===== src/rtl/ch_unit_pkg.sv =====
// Shared channel-unit definitions: transmitter state encoding, bus levels and
// the 2-of-3 vote used by the transmitter and the ID comparator.
package ch_unit_pkg;

    localparam int DEFAULT_ID_LENGTH = 11;

    localparam logic RECESSIVE = 1'b1;
    localparam logic DOMINANT  = 1'b0;

    typedef enum logic [6:0] {
        S_IDLE   = 7'b0000001,
        S_SAMPLE = 7'b0000010,
        S_CHECK  = 7'b0000100,
        S_WAIT   = 7'b0001000,
        S_WON    = 7'b0010000,
        S_LOST   = 7'b0100000,
        S_ERROR  = 7'b1000000
    } txState_t;

    function automatic logic maj3(input logic a, input logic b, input logic c);
        return (a & b) | (a & c) | (b & c);
    endfunction

endpackage


===== src/rtl/sample_voter.sv =====
// Collects three bus samples per bit period and registers their majority.
// thirdPulse is high in the cycle the final sample of a bit is taken.
module sample_voter
    import ch_unit_pkg::*;
(
    input  logic clk,
    input  logic resetN,
    input  logic sampleEn,
    input  logic dIn,
    output logic thirdPulse,
    output logic majority
);

    logic [1:0] sampleCount;
    logic [1:0] samples;

    assign thirdPulse = sampleEn && (sampleCount == 2'd2);

    // The third sample is voted directly from dIn, so only two slots are stored.
    always_ff @(posedge clk or negedge resetN) begin
        if (!resetN) begin
            sampleCount <= 2'd0;
            samples     <= {2{RECESSIVE}};
            majority    <= RECESSIVE;
        end else if (sampleEn) begin
            if (thirdPulse) begin
                sampleCount <= 2'd0;
                majority    <= maj3(samples[0], samples[1], dIn);
            end else begin
                samples[sampleCount[0]] <= dIn;
                sampleCount             <= sampleCount + 2'd1;
            end
        end
    end

endmodule


===== src/rtl/id_transmitter.sv =====
// Serializes an identifier MSB first onto the bus and arbitrates by reading
// each bit back through the majority-voted sampler.
module id_transmitter
    import ch_unit_pkg::*;
#(
    parameter int ID_LENGTH = DEFAULT_ID_LENGTH
) (
    input  logic        clk,
    input  logic        resetN,
    input  logic        enable,
    input  logic [31:0] id,
    input  logic        txPulse,
    input  logic        samplePulse,
    input  logic        dIn,
    output logic        dOut,
    output logic        idSendComplete,
    output logic        arbWon,
    output logic        arbLost,
    output logic        bitErr
);

    localparam int CNT_W = $clog2(ID_LENGTH + 1);

    txState_t             state, stateNext;
    logic [ID_LENGTH-1:0] shiftReg, shiftNext, shifted;
    logic [CNT_W-1:0]     bitCount, bitCountNext;
    logic                 sampleEn, thirdPulse, readBit;

    assign sampleEn = samplePulse && (state == S_SAMPLE);

    sample_voter uVoter (
        .clk       (clk),
        .resetN    (resetN),
        .sampleEn  (sampleEn),
        .dIn       (dIn),
        .thirdPulse(thirdPulse),
        .majority  (readBit)
    );

    // The bit on the bus is always the MSB of the shift register; refilling
    // with recessive keeps dOut at 1 whenever nothing is being sent.
    assign dOut = shiftReg[ID_LENGTH-1];

    generate
        if (ID_LENGTH > 1) begin : gShift
            assign shifted = {shiftReg[ID_LENGTH-2:0], RECESSIVE};
        end else begin : gShiftSingle
            assign shifted = RECESSIVE;
        end
    endgenerate

    always_ff @(posedge clk or negedge resetN) begin
        if (!resetN) begin
            state    <= S_IDLE;
            shiftReg <= '1;
            bitCount <= '0;
        end else begin
            state    <= stateNext;
            shiftReg <= shiftNext;
            bitCount <= bitCountNext;
        end
    end

    always_comb begin
        stateNext    = state;
        shiftNext    = shiftReg;
        bitCountNext = bitCount;
        case (state)
            S_IDLE: begin
                if (enable && txPulse) begin
                    shiftNext = id[ID_LENGTH-1:0];
                    stateNext = S_SAMPLE;
                end
            end
            S_SAMPLE: begin
                if (thirdPulse) begin
                    stateNext = S_CHECK;
                end
            end
            S_CHECK: begin
                if (dOut == RECESSIVE && readBit == DOMINANT) begin
                    stateNext = S_LOST;
                    shiftNext = '1;
                end else if (dOut == DOMINANT && readBit == RECESSIVE) begin
                    stateNext = S_ERROR;
                    shiftNext = '1;
                end else if (bitCount == CNT_W'(ID_LENGTH - 1)) begin
                    stateNext = S_WON;
                    shiftNext = '1;
                end else begin
                    bitCountNext = bitCount + CNT_W'(1);
                    stateNext    = S_WAIT;
                end
            end
            S_WAIT: begin
                if (txPulse) begin
                    shiftNext = shifted;
                    stateNext = S_SAMPLE;
                end
            end
            S_WON, S_LOST, S_ERROR: begin
                shiftNext = '1;
            end
            default: begin
                stateNext = S_IDLE;
                shiftNext = '1;
            end
        endcase
    end

    assign arbWon         = (state == S_WON);
    assign arbLost        = (state == S_LOST);
    assign bitErr         = (state == S_ERROR);
    assign idSendComplete = arbWon || arbLost || bitErr;

endmodule


===== config.mk =====
export PLATFORM = sky130hd
export DESIGN_NAME = id_transmitter
export DESIGN_NICKNAME = d
export VERILOG_FILES = /design/src/rtl/ch_unit_pkg.sv /design/src/rtl/sample_voter.sv /design/src/rtl/id_transmitter.sv
export SDC_FILE = /design/constraint.sdc
export NUM_CORES = 1
export LEC_CHECK = 0
export BUFFER_PORTS_ARGS = -buffer_cell sky130_fd_sc_hd__buf_2
export CAP_MARGIN = 10
export CELL_PAD_IN_SITES_DETAIL_PLACEMENT = 0
export CELL_PAD_IN_SITES_GLOBAL_PLACEMENT = 1
export CORE_AREA = 2 2 65 67
export DETAILED_ROUTE_END_ITERATION = 10
export DIE_AREA = 0 0 67 69
export GPL_TIMING_DRIVEN = 0
export PLACE_DENSITY_LB_ADDON = 0.1
export SLEW_MARGIN = 0
export SYNTH_ARGS = -nofsm -noshare
export SYNTH_HDL_FRONTEND = slang
export SYNTH_SLANG_ARGS = --single-unit

===== constraint.sdc =====
create_clock -name clk -period 2.15 [get_ports clk]
set_clock_uncertainty 0.1 [all_clocks]
set_input_delay 0 -clock clk [delete_from_list [all_inputs] [get_ports clk]]
set_output_delay 0 -clock clk [all_outputs]
set_load 0.02 [all_outputs]

## After elaboration in Yosys (flattened, before gate mapping)

Index checks and enable logic that the tools add are counted.

- Register bits after elaboration: 27
- Bits of input ports: 38
- Output and inout port bits: 5
- Logic and storage cells: 67

- $add $sub $neg: 2
- Magnitude comparators: 2
- Equality and inequality tests: 13
- Multiplexer cells: 17
- Bitwise logic cells: 13
- Reduce and logical (&&, ||, !) cells: 14

Operators with widths:

| operator | count |
|---|---|
| 2-to-1 mux 11 bit | 5 |
| case mux 11 bit (4 select lines) | 1 |
| 2-to-1 mux 7 bit | 5 |
| case mux 7 bit (5 select lines) | 1 |
| AND reduction 4 bit | 3 |
| inverter 1 bit | 8 |
| equality test 7 x 1 -> 1 bit, second input constant | 1 |
| equality test 7 x 2 -> 1 bit, second input constant | 1 |
| equality test 7 x 3 -> 1 bit, second input constant | 1 |
| equality test 7 x 4 -> 1 bit, second input constant | 1 |
| equality test 7 x 5 -> 1 bit, second input constant | 1 |
| equality test 7 x 6 -> 1 bit, second input constant | 1 |
| equality test 7 bit, second input constant | 1 |
| logical AND 1 bit | 6 |
| inequality test 2 bit, second input constant | 3 |
| 2-to-1 mux 5 bit | 1 |
| adder 4 x 1 -> 4 bit, second input constant | 1 |
| equality test 4 bit, second input constant | 1 |
| inequality test 4 bit, second input constant | 1 |
| AND reduction 2 bit | 2 |
| bitwise AND 1 bit | 3 |
| OR reduction 3 bit | 1 |
| adder 2 x 1 -> 2 bit, second input constant | 1 |
| bitwise mux 2 bit | 1 |
| 8 further kinds | 10 |

## Logic depth before layout (Yosys ltp)

Gate-level depths: netlist of the first run.

- Depth in word-level cells: 5
- Gate-level depth with buffers: 7

## Cells and area by module

A second synthesis of the first run with hierarchy kept.

- Cell total of the unflattened synthesis: 137
- Area total of the unflattened synthesis: 1,497.7 um^2

Modules (own cells, without submodules):

| module | times used | cells each | area an instance (um^2) | seq. area each (um^2) |
|---|---|---|---|---|
| id_transmitter | 1 | 122 | 1,273.7 | 565.5 |
| sample_voter | 1 | 15 | 224.0 | 128.9 |

## Worst setup path after synthesis of the first run

No wires, ideal clock.

- Path kind: register to register
- From: register state[0]
- To: register state[4]
- Library setup time: 0.069 ns
- Data arrival time: 1.728 ns
- Required time: 1.981 ns
- Setup slack: 0.254 ns
- Stages on the path, launching flop included: 6
- Buffers on the path: 1
- Cell sequence: dfstp_2 -> buf_2 -> nor2_1 -> nand2_1 -> nor4b_1 -> a21o_1

RTL lines:

| what | RTL line | RTL |
|---|---|---|
| from (decl) | id_transmitter.sv:24 | `txState_t state, stateNext;` |
| from (signal assigned) | id_transmitter.sv:58 | `state <= stateNext;` |
| equality test 7 x 5 -> 1 bit (*) | - |  |
| net arbWon | id_transmitter.sv:17 | `output logic arbWon,` |
| OR reduction 3 bit (*) | id_transmitter.sv:68 | `case (state)` |
| inverter 1 bit (no line) | - |  |
| AND reduction 4 bit (no line) | - |  |

Mark *: on every way through the listed nets, which the timed path passes. The rest lies on a longest branch.
A chain may end at the register's enable or synchronous reset.

## Worst setup path after layout of the first run

- From: register state[0]
- To: register shiftReg[0]

- Longest elaborated chain between the ends: 3

RTL lines:

| what | RTL line | RTL |
|---|---|---|
| equality test 7 x 3 -> 1 bit (tied with other cells) | id_transmitter.sv:68 |  |
| inequality test 4 bit (no line) (tied with other cells) | - |  |
| AND reduction 4 bit (no line) | - |  |
| to (signal assigned) | id_transmitter.sv:59 | `shiftReg <= shiftNext;` |
| to (decl) | id_transmitter.sv:25 | `logic [ID_LENGTH-1:0] shiftReg, shiftNext, shifted;` |

Parallel ways exist; a longest one is shown, timed or not.

==> impl_metrics.json, run 1 <==
{
  "synth_warnings": 0,
  "timing_worst_slew_pin_value_ns": 0.624,
  "worst_ep_required_time_ns": 2.26,
  "drt-met1-wl_um": 1540,
  "finalInstanceArea_mm2": 0.00185,
  "worstPathMaxFanout": 10,
  "area_growth_syn_to_layout_pct": 26.1,
  "timing_hold_violations_final": 0,
  "worst_min_path_class": "in2async",
  "wl_um": 3270,
  "tritoncts.num_buffers": 3,
  "ys_top_cells_by_count": "dfstp_2, dfrtp_1, a221o_1, nor2_1, o21a_1",
  "number_of_enable_type_register_cells_in_the_synthesized_netlist": 0,
  "synth_sequential_area_ratio_pct": 47.2,
  "power.switching_mw": 0.597,
  "layout.area.seq_um2": 694,
  "synth.most_common_cell": "dfstp_2",
  "yosys.area_share.simple_pct": 19.2,
  "finalWorstPathRequiredPeriod_ns": 2.02,
  "drc_errors": 0,
  "timing.reg2reg.worst_path_depth": 5,
  "cp_startpoint_kind": "flip-flop",
  "syn_inst": 131,
  "drt-vias-per-instance": 5.30,
  "htree_levels": 1,
  "post_synth_instance_area_mm2": 0.00147,
  "place_ws_ns": 0.122,
  "post_layout_nonfiller_instances": 223,
  "power_frac_comb_pct": 34.1,
  "n_fill_cell": 386,
  "critPathMostFrequentCell": "buf_2",
  "rsz0062_at_grt": "false",
  "switching_share_pct": 34.4,
  "grt_pass1_vias": 1229,
  "design.die.area_mm2": 0.00462,
  "cpMaxStageDelayCell": "dfstp_2",
  "share_clk_of_total_power_pct": 17.6,
  "first_iter_violations": 50,
  "fmax_mhz": 496,
  "cts_buffer_depth": 2,
  "cts_tree": "done",
  "post-dp-hpwl_um": 2300,
  "place.port_buffers": 21,
  "fraction_of_final_layout_cells_sized_beyond_drive_strength_1_pct": 31.8,
  "ctsResizeCount": 0,
  "critPathTopFamily": "flip-flops",
  "worst_setup_slack_final_ns": 0.135,
  "cell_rows": 23,
  "routabilityCongestion": 0.861,
  "p_int_mw": 1.14,
  "postPlaceCellArea_mm2": 0.00164,
  "synth_area_leader_cell": "dfstp_2",
  "antenna_left": 0,
  "ff2ff_setup_slack_ns": 0.13,
  "wire_per_inst_um": 14.7,
  "pwr-share-seq_pct": 48.3,
  "path_buf_inv": 2,
  "synth_fa_ha_area_share_pct": 4.09,
  "cellPowerDensity_mw_per_mm2": 936,
  "report.final.setup_viol": 0,
  "area_fraction_in_compound_gates_after_synthesis_pct": 20.9,
  "timing.critical_path.to_type": "flip-flop",
  "ys_async_sr_fraction_pct": 100,
  "synth_cell_type_count": 42,
  "floorplan.core_area_mm2": 0.00391,
  "met3_wirelength_um": 90,
  "dp_cells": 202,
  "drt_first_pass_iters": 4,
  "final.period_utilization_pct": 93.7,
  "global_route.usage.total_pct": 15.3,
  "timing.final.max_slew_violations": 0,
  "num-nets-final": 216,
  "met2_wire_len_um": 1630,
  "route.top_layer_used": "met4",
  "syn-num-nets": 173,
  "crit_chain": "buf_2, nor4b_2, buf_2, nand2_1, o32a_1",
  "clock_pin_slew_on_the_worst_setup_and_hold_paths_ns": 0.10,
  "reg2reg_from": "state[0]",
  "final_tns_setup_ns": 0,
  "synth_top_family_by_area": "compound AO/OA/AOI/OAI gates",
  "post_synth_mux_area_share_pct": 1.53,
  "vdd_ir_drop_max_mv": 0.609,
  "die_w_um": 67,
  "power.leakage_nw": 0.820,
  "ys_top_cells_by_area": "dfstp_2, dfrtp_1, a221o_1",
  "slew-limit-headroom_pct": 58.4,
  "critPathArrivalTime_ns": 2.13,
  "global_route.overflow_total": 0,
  "grt_first_pass_wirelength_um": 5640,
  "area_of_the_multi_input_gates_um2": 716,
  "grt_max_degree": 28,
  "chipHeight_um": 69,
  "initial_antenna_violation_count": 0,
  "clock_root_buffer": "clkbuf_8",
  "clock_sinks": 27,
  "rr_endpoint": "shiftReg[0]",
  "result_of_the_run": "finished, final reports clean",
  "timing.max_cap.violations": 0,
  "post_synth_xor_area_fraction_pct": 2.98,
  "worst_skew_pair.late_latency_ns": 0.28,
  "yosysTopAreaCellShare_pct": 26.8,
  "synth-main-ff-cell": "dfstp_2",
  "antenna_cells": 0,
  "routed-via-count": 1183,
  "critical_path.max_stage_delay_ns": 0.53,
  "worstSetupPathType": "reg2reg",
  "yosys_register_bits": 27,
  "syn_area_per_cell_um2": 11.2,
  "start_util_pct": 37.6,
  "io_pins": 43
}
[state kept, by name, indices dropped and copies added (netlist names)]
name,cells
uVoter.sampleCount,2
bitCount,4
uVoter.majority,1
shiftReg,11
state,7
uVoter.samples,2
[worst max path at each step]
stage | start | depth (start not counted) | endpoint
6_report | state[0] | 5 | shiftReg[0]
5_1_grt | state[0] | 5 | shiftReg[0]
2_1_floorplan | state[0] | 5 | state[4]
3_5_place_dp | state[0] | 5 | shiftReg[0]
3_3_place_gp | state[0] | 6 | shiftReg[1]
4_1_cts | state[0] | 6 | shiftReg[3]
[cell usage in the layout (no fill, tap or decap), drive strengths merged, types with 5 or more instances in the layout]
| cell | count |
|---|---|
| nor2 | 10 |
| nand2 | 8 |
| o21ai | 6 |
| o21a | 10 |
| a221o | 10 |
| nor4b | 5 |
| dfstp | 15 |
| dlygate4sd3 | 16 |
| buf | 28 |
| dfrtp | 12 |
[layer usage]
metal	global-route usage, %	vias up
li1	-	574
met1	20.8	593
met2	26.1	14
met3	1.96	2
met4	2.72	0
met5	0	-
[stage by stage]
step	power, mW	hold WS [ns]	utilization, %
global placement	1.39	-0.0561	41.8
global route	1.85	0.212	47.4
finish	1.74	0.161	47.4
detailed placement	1.42	-0.0488	41.8
floorplan	1.25	-0.396	-
CTS	1.74	0.190	47.2
[cell families after synthesis]
logic type / after synthesis
AOI/OAI and AO/OA: 39
muxes: 2
adders and majority gates: 5
DFF: 27
xor gates and xnor gates: 5
buffers and inverters: 11
and+or+nand+nor: 42
[power groups by stage]
stage	Clock [mW]	Combinational [mW]	Sequential, mW
2_1_floorplan	0	0.425	0.828
3_3_place_gp	0	0.552	0.838
3_5_place_dp	0	0.573	0.845
4_1_cts	0.313	0.594	0.837
5_1_grt	0.333	0.657	0.861
6_report	0.306	0.591	0.838
[area by class of cell]
cell class              count  share of cell area (%)
plain buffers               7                    2.43
clock buffers               3                    2.23
clock inverters             1                   0.405
inverters                   4                   0.810
multi-input cells          93                    38.6
flip-flops and latches     27                    37.4
well taps                  50                    3.37
repair buffers             38                    14.7
[repair_timing]
item,in CTS,in global routing
hold buffers,16,0
buffers inserted,0,1
endpoints found under the hold margin,31,0
endpoints found under the setup margin,0,9
Power figures use the tool's default switching activity.
==> inputs of run 2 (changes only) <==
- TNS_END_PERCENT: unset -> 5
- clock period: 2.15 -> 2.1 ns (I/O delays scaled with it)
==> impl_metrics.json, run 2 (synthesis results as in run 1) <==
{
  "wire_per_inst_um": 14.7,
  "path_buf_inv": 2,
  "worstPathMaxFanout": 10,
  "critPathArrivalTime_ns": 2.05,
  "tritoncts.num_buffers": 3,
  "result_of_the_run": "finished, final reports clean",
  "flip_flop_count_of_the_largest_register_all_copies_and_words_added": 11,
  "clock_root_buffer": "clkbuf_8",
  "wl_um": 3270,
  "design.die.area_mm2": 0.00462,
  "chipHeight_um": 69,
  "area_growth_syn_to_layout_pct": 26.7,
  "reg2reg_from": "state[0]",
  "timing.max_cap.violations": 0,
  "grt_first_pass_wirelength_um": 5640,
  "critPathTopFamily": "flip-flops",
  "cellPowerDensity_mw_per_mm2": 960,
  "cp_startpoint_kind": "flip-flop",
  "postPlaceCellArea_mm2": 0.00164,
  "place.port_buffers": 21,
  "global_route.overflow_total": 0,
  "final.period_utilization_pct": 92.3,
  "layout_top_registers": "shiftReg x11, state x7, bitCount x4",
  "timing.critical_path.to_type": "flip-flop",
  "critPathMostFrequentCell": "buf_2",
  "worst_ep_required_time_ns": 2.21,
  "grt_pass1_vias": 1229,
  "num-nets-final": 216,
  "worstSetupPathType": "reg2reg",
  "report.final.setup_viol": 0,
  "clock_pin_slew_on_the_worst_setup_and_hold_paths_ns": 0.10,
  "drc_errors": 0,
  "io_pins": 43,
  "drt_first_pass_iters": 3,
  "routabilityCongestion": 0.861,
  "final_cell_mix": "buf_2, dlygate4sd3_1, dfstp_2",
  "rsz0062_at_grt": "false",
  "antenna_cells": 0,
  "cpMaxStageDelayCell": "dfstp_2",
  "first_iter_violations": 44,
  "cell_rows": 23,
  "max_flop_register": "shiftReg",
  "slew-limit-headroom_pct": 58.8,
  "worst_min_path_class": "in2async",
  "floorplan.core_area_mm2": 0.00391,
  "final_tns_setup_ns": 0,
  "drt-vias-per-instance": 5.29,
  "timing.final.max_slew_violations": 0,
  "grt_max_degree": 28,
  "clock_sinks": 27,
  "routed-via-count": 1179,
  "ff2ff_setup_slack_ns": 0.16,
  "htree_levels": 1,
  "timing_worst_slew_pin_value_ns": 0.618,
  "post-dp-hpwl_um": 2300,
  "timing.reg2reg.worst_path_depth": 5,
  "cts_tree": "done",
  "layout.cells.most_common": "buf_2",
  "worst_skew_pair.late_latency_ns": 0.27,
  "cts_buffer_depth": 2,
  "critical_path.max_stage_delay_ns": 0.53,
  "crit_chain": "buf_2, nor4b_4, buf_2, nand2_1, o32a_1",
  "global_route.usage.total_pct": 15.3,
  "fraction_of_final_layout_cells_sized_beyond_drive_strength_1_pct": 31.8,
  "initial_antenna_violation_count": 0,
  "finalWorstPathRequiredPeriod_ns": 1.94,
  "fmax_mhz": 516,
  "start_util_pct": 37.6,
  "die_w_um": 67,
  "timing_hold_violations_final": 0,
  "rr_endpoint": "shiftReg[0]",
  "finalInstanceArea_mm2": 0.00186,
  "vdd_ir_drop_max_mv": 0.623,
  "antenna_left": 0,
  "power.leakage_nw": 0.828
}
-- run 2: cell types whose count changed in the layout (fill, tap and decap cells not counted) --
cell / change
nor4b_4: +1
nor4b_2: -1
-- run 2: where the power goes --
| part | switching, mW | total (mW) | internal [mW] |
|---|---|---|---|
| sequential | 0.116 | 0.863 | 0.747 |
| combinational | 0.321 | 0.615 | 0.294 |
| clock | 0.176 | 0.311 | 0.135 |
| total | 0.613 | 1.79 | 1.18 |
-- run 2: worst max path at each step --
stage / cells after the start / start / endpoint / slack (ns)
after floorplan: 5 / state[0] / state[4] / 0.20
after global placement: 6 / state[0] / shiftReg[1] / 0.11
after detailed placement: 5 / state[0] / shiftReg[0] / 0.07
after CTS: 6 / state[0] / shiftReg[3] / 0.04
after global routing: 6 / state[3] / shiftReg[9] / 0.04
final: 5 / state[0] / shiftReg[0] / 0.16
-- run 2: cell type report --
| cell class | count | area, µm² |
|---|---|---|
| Multi-Input combinational cell | 93 | 724 |
| Sequential cell | 27 | 694 |
| Timing Repair Buffer | 38 | 273 |
| Fill cell | 383 | 2050 |
| Clock buffer | 3 | 41.3 |
| Buffer | 7 | 45.0 |
| Clock inverter | 1 | 7.51 |
| Inverter | 4 | 15.0 |
| Tap cell | 50 | 62.6 |
-- run 2: per-layer routing --
metal / GRT usage (%) / up-vias / part of all wire [%]
met5: 0 / - / 0
met4: 2.72 / 0 / 0.24
met3: 1.96 / 2 / 2.5
met2: 26.1 / 12 / 50
met1: 20.8 / 589 / 48
li1: - / 576 / -
-- run 2: per-stage QoR --
stage | worst slack (ns) | hold WS (ns) | power [mW] | instances | utilization [%]
global placement | 0.112 | -0.0561 | 1.42 | 202 | 41.8
global route | 0.0448 | 0.212 | 1.91 | 223 | 47.6
finish | 0.162 | 0.162 | 1.79 | 223 | 47.6
CTS | 0.0433 | 0.190 | 1.79 | 222 | 47.2
detailed placement | 0.0724 | -0.0488 | 1.45 | 202 | 41.8
floorplan | 0.204 | -0.396 | 1.28 | 131 | -
-- run 2: what timing repair did --
item	4_1_cts	5_1_grt
hold buffers	16	0
buffers inserted	0	1
resized for setup	0	1
setup endpoints to repair	0	12
hold endpoints to repair	31	0
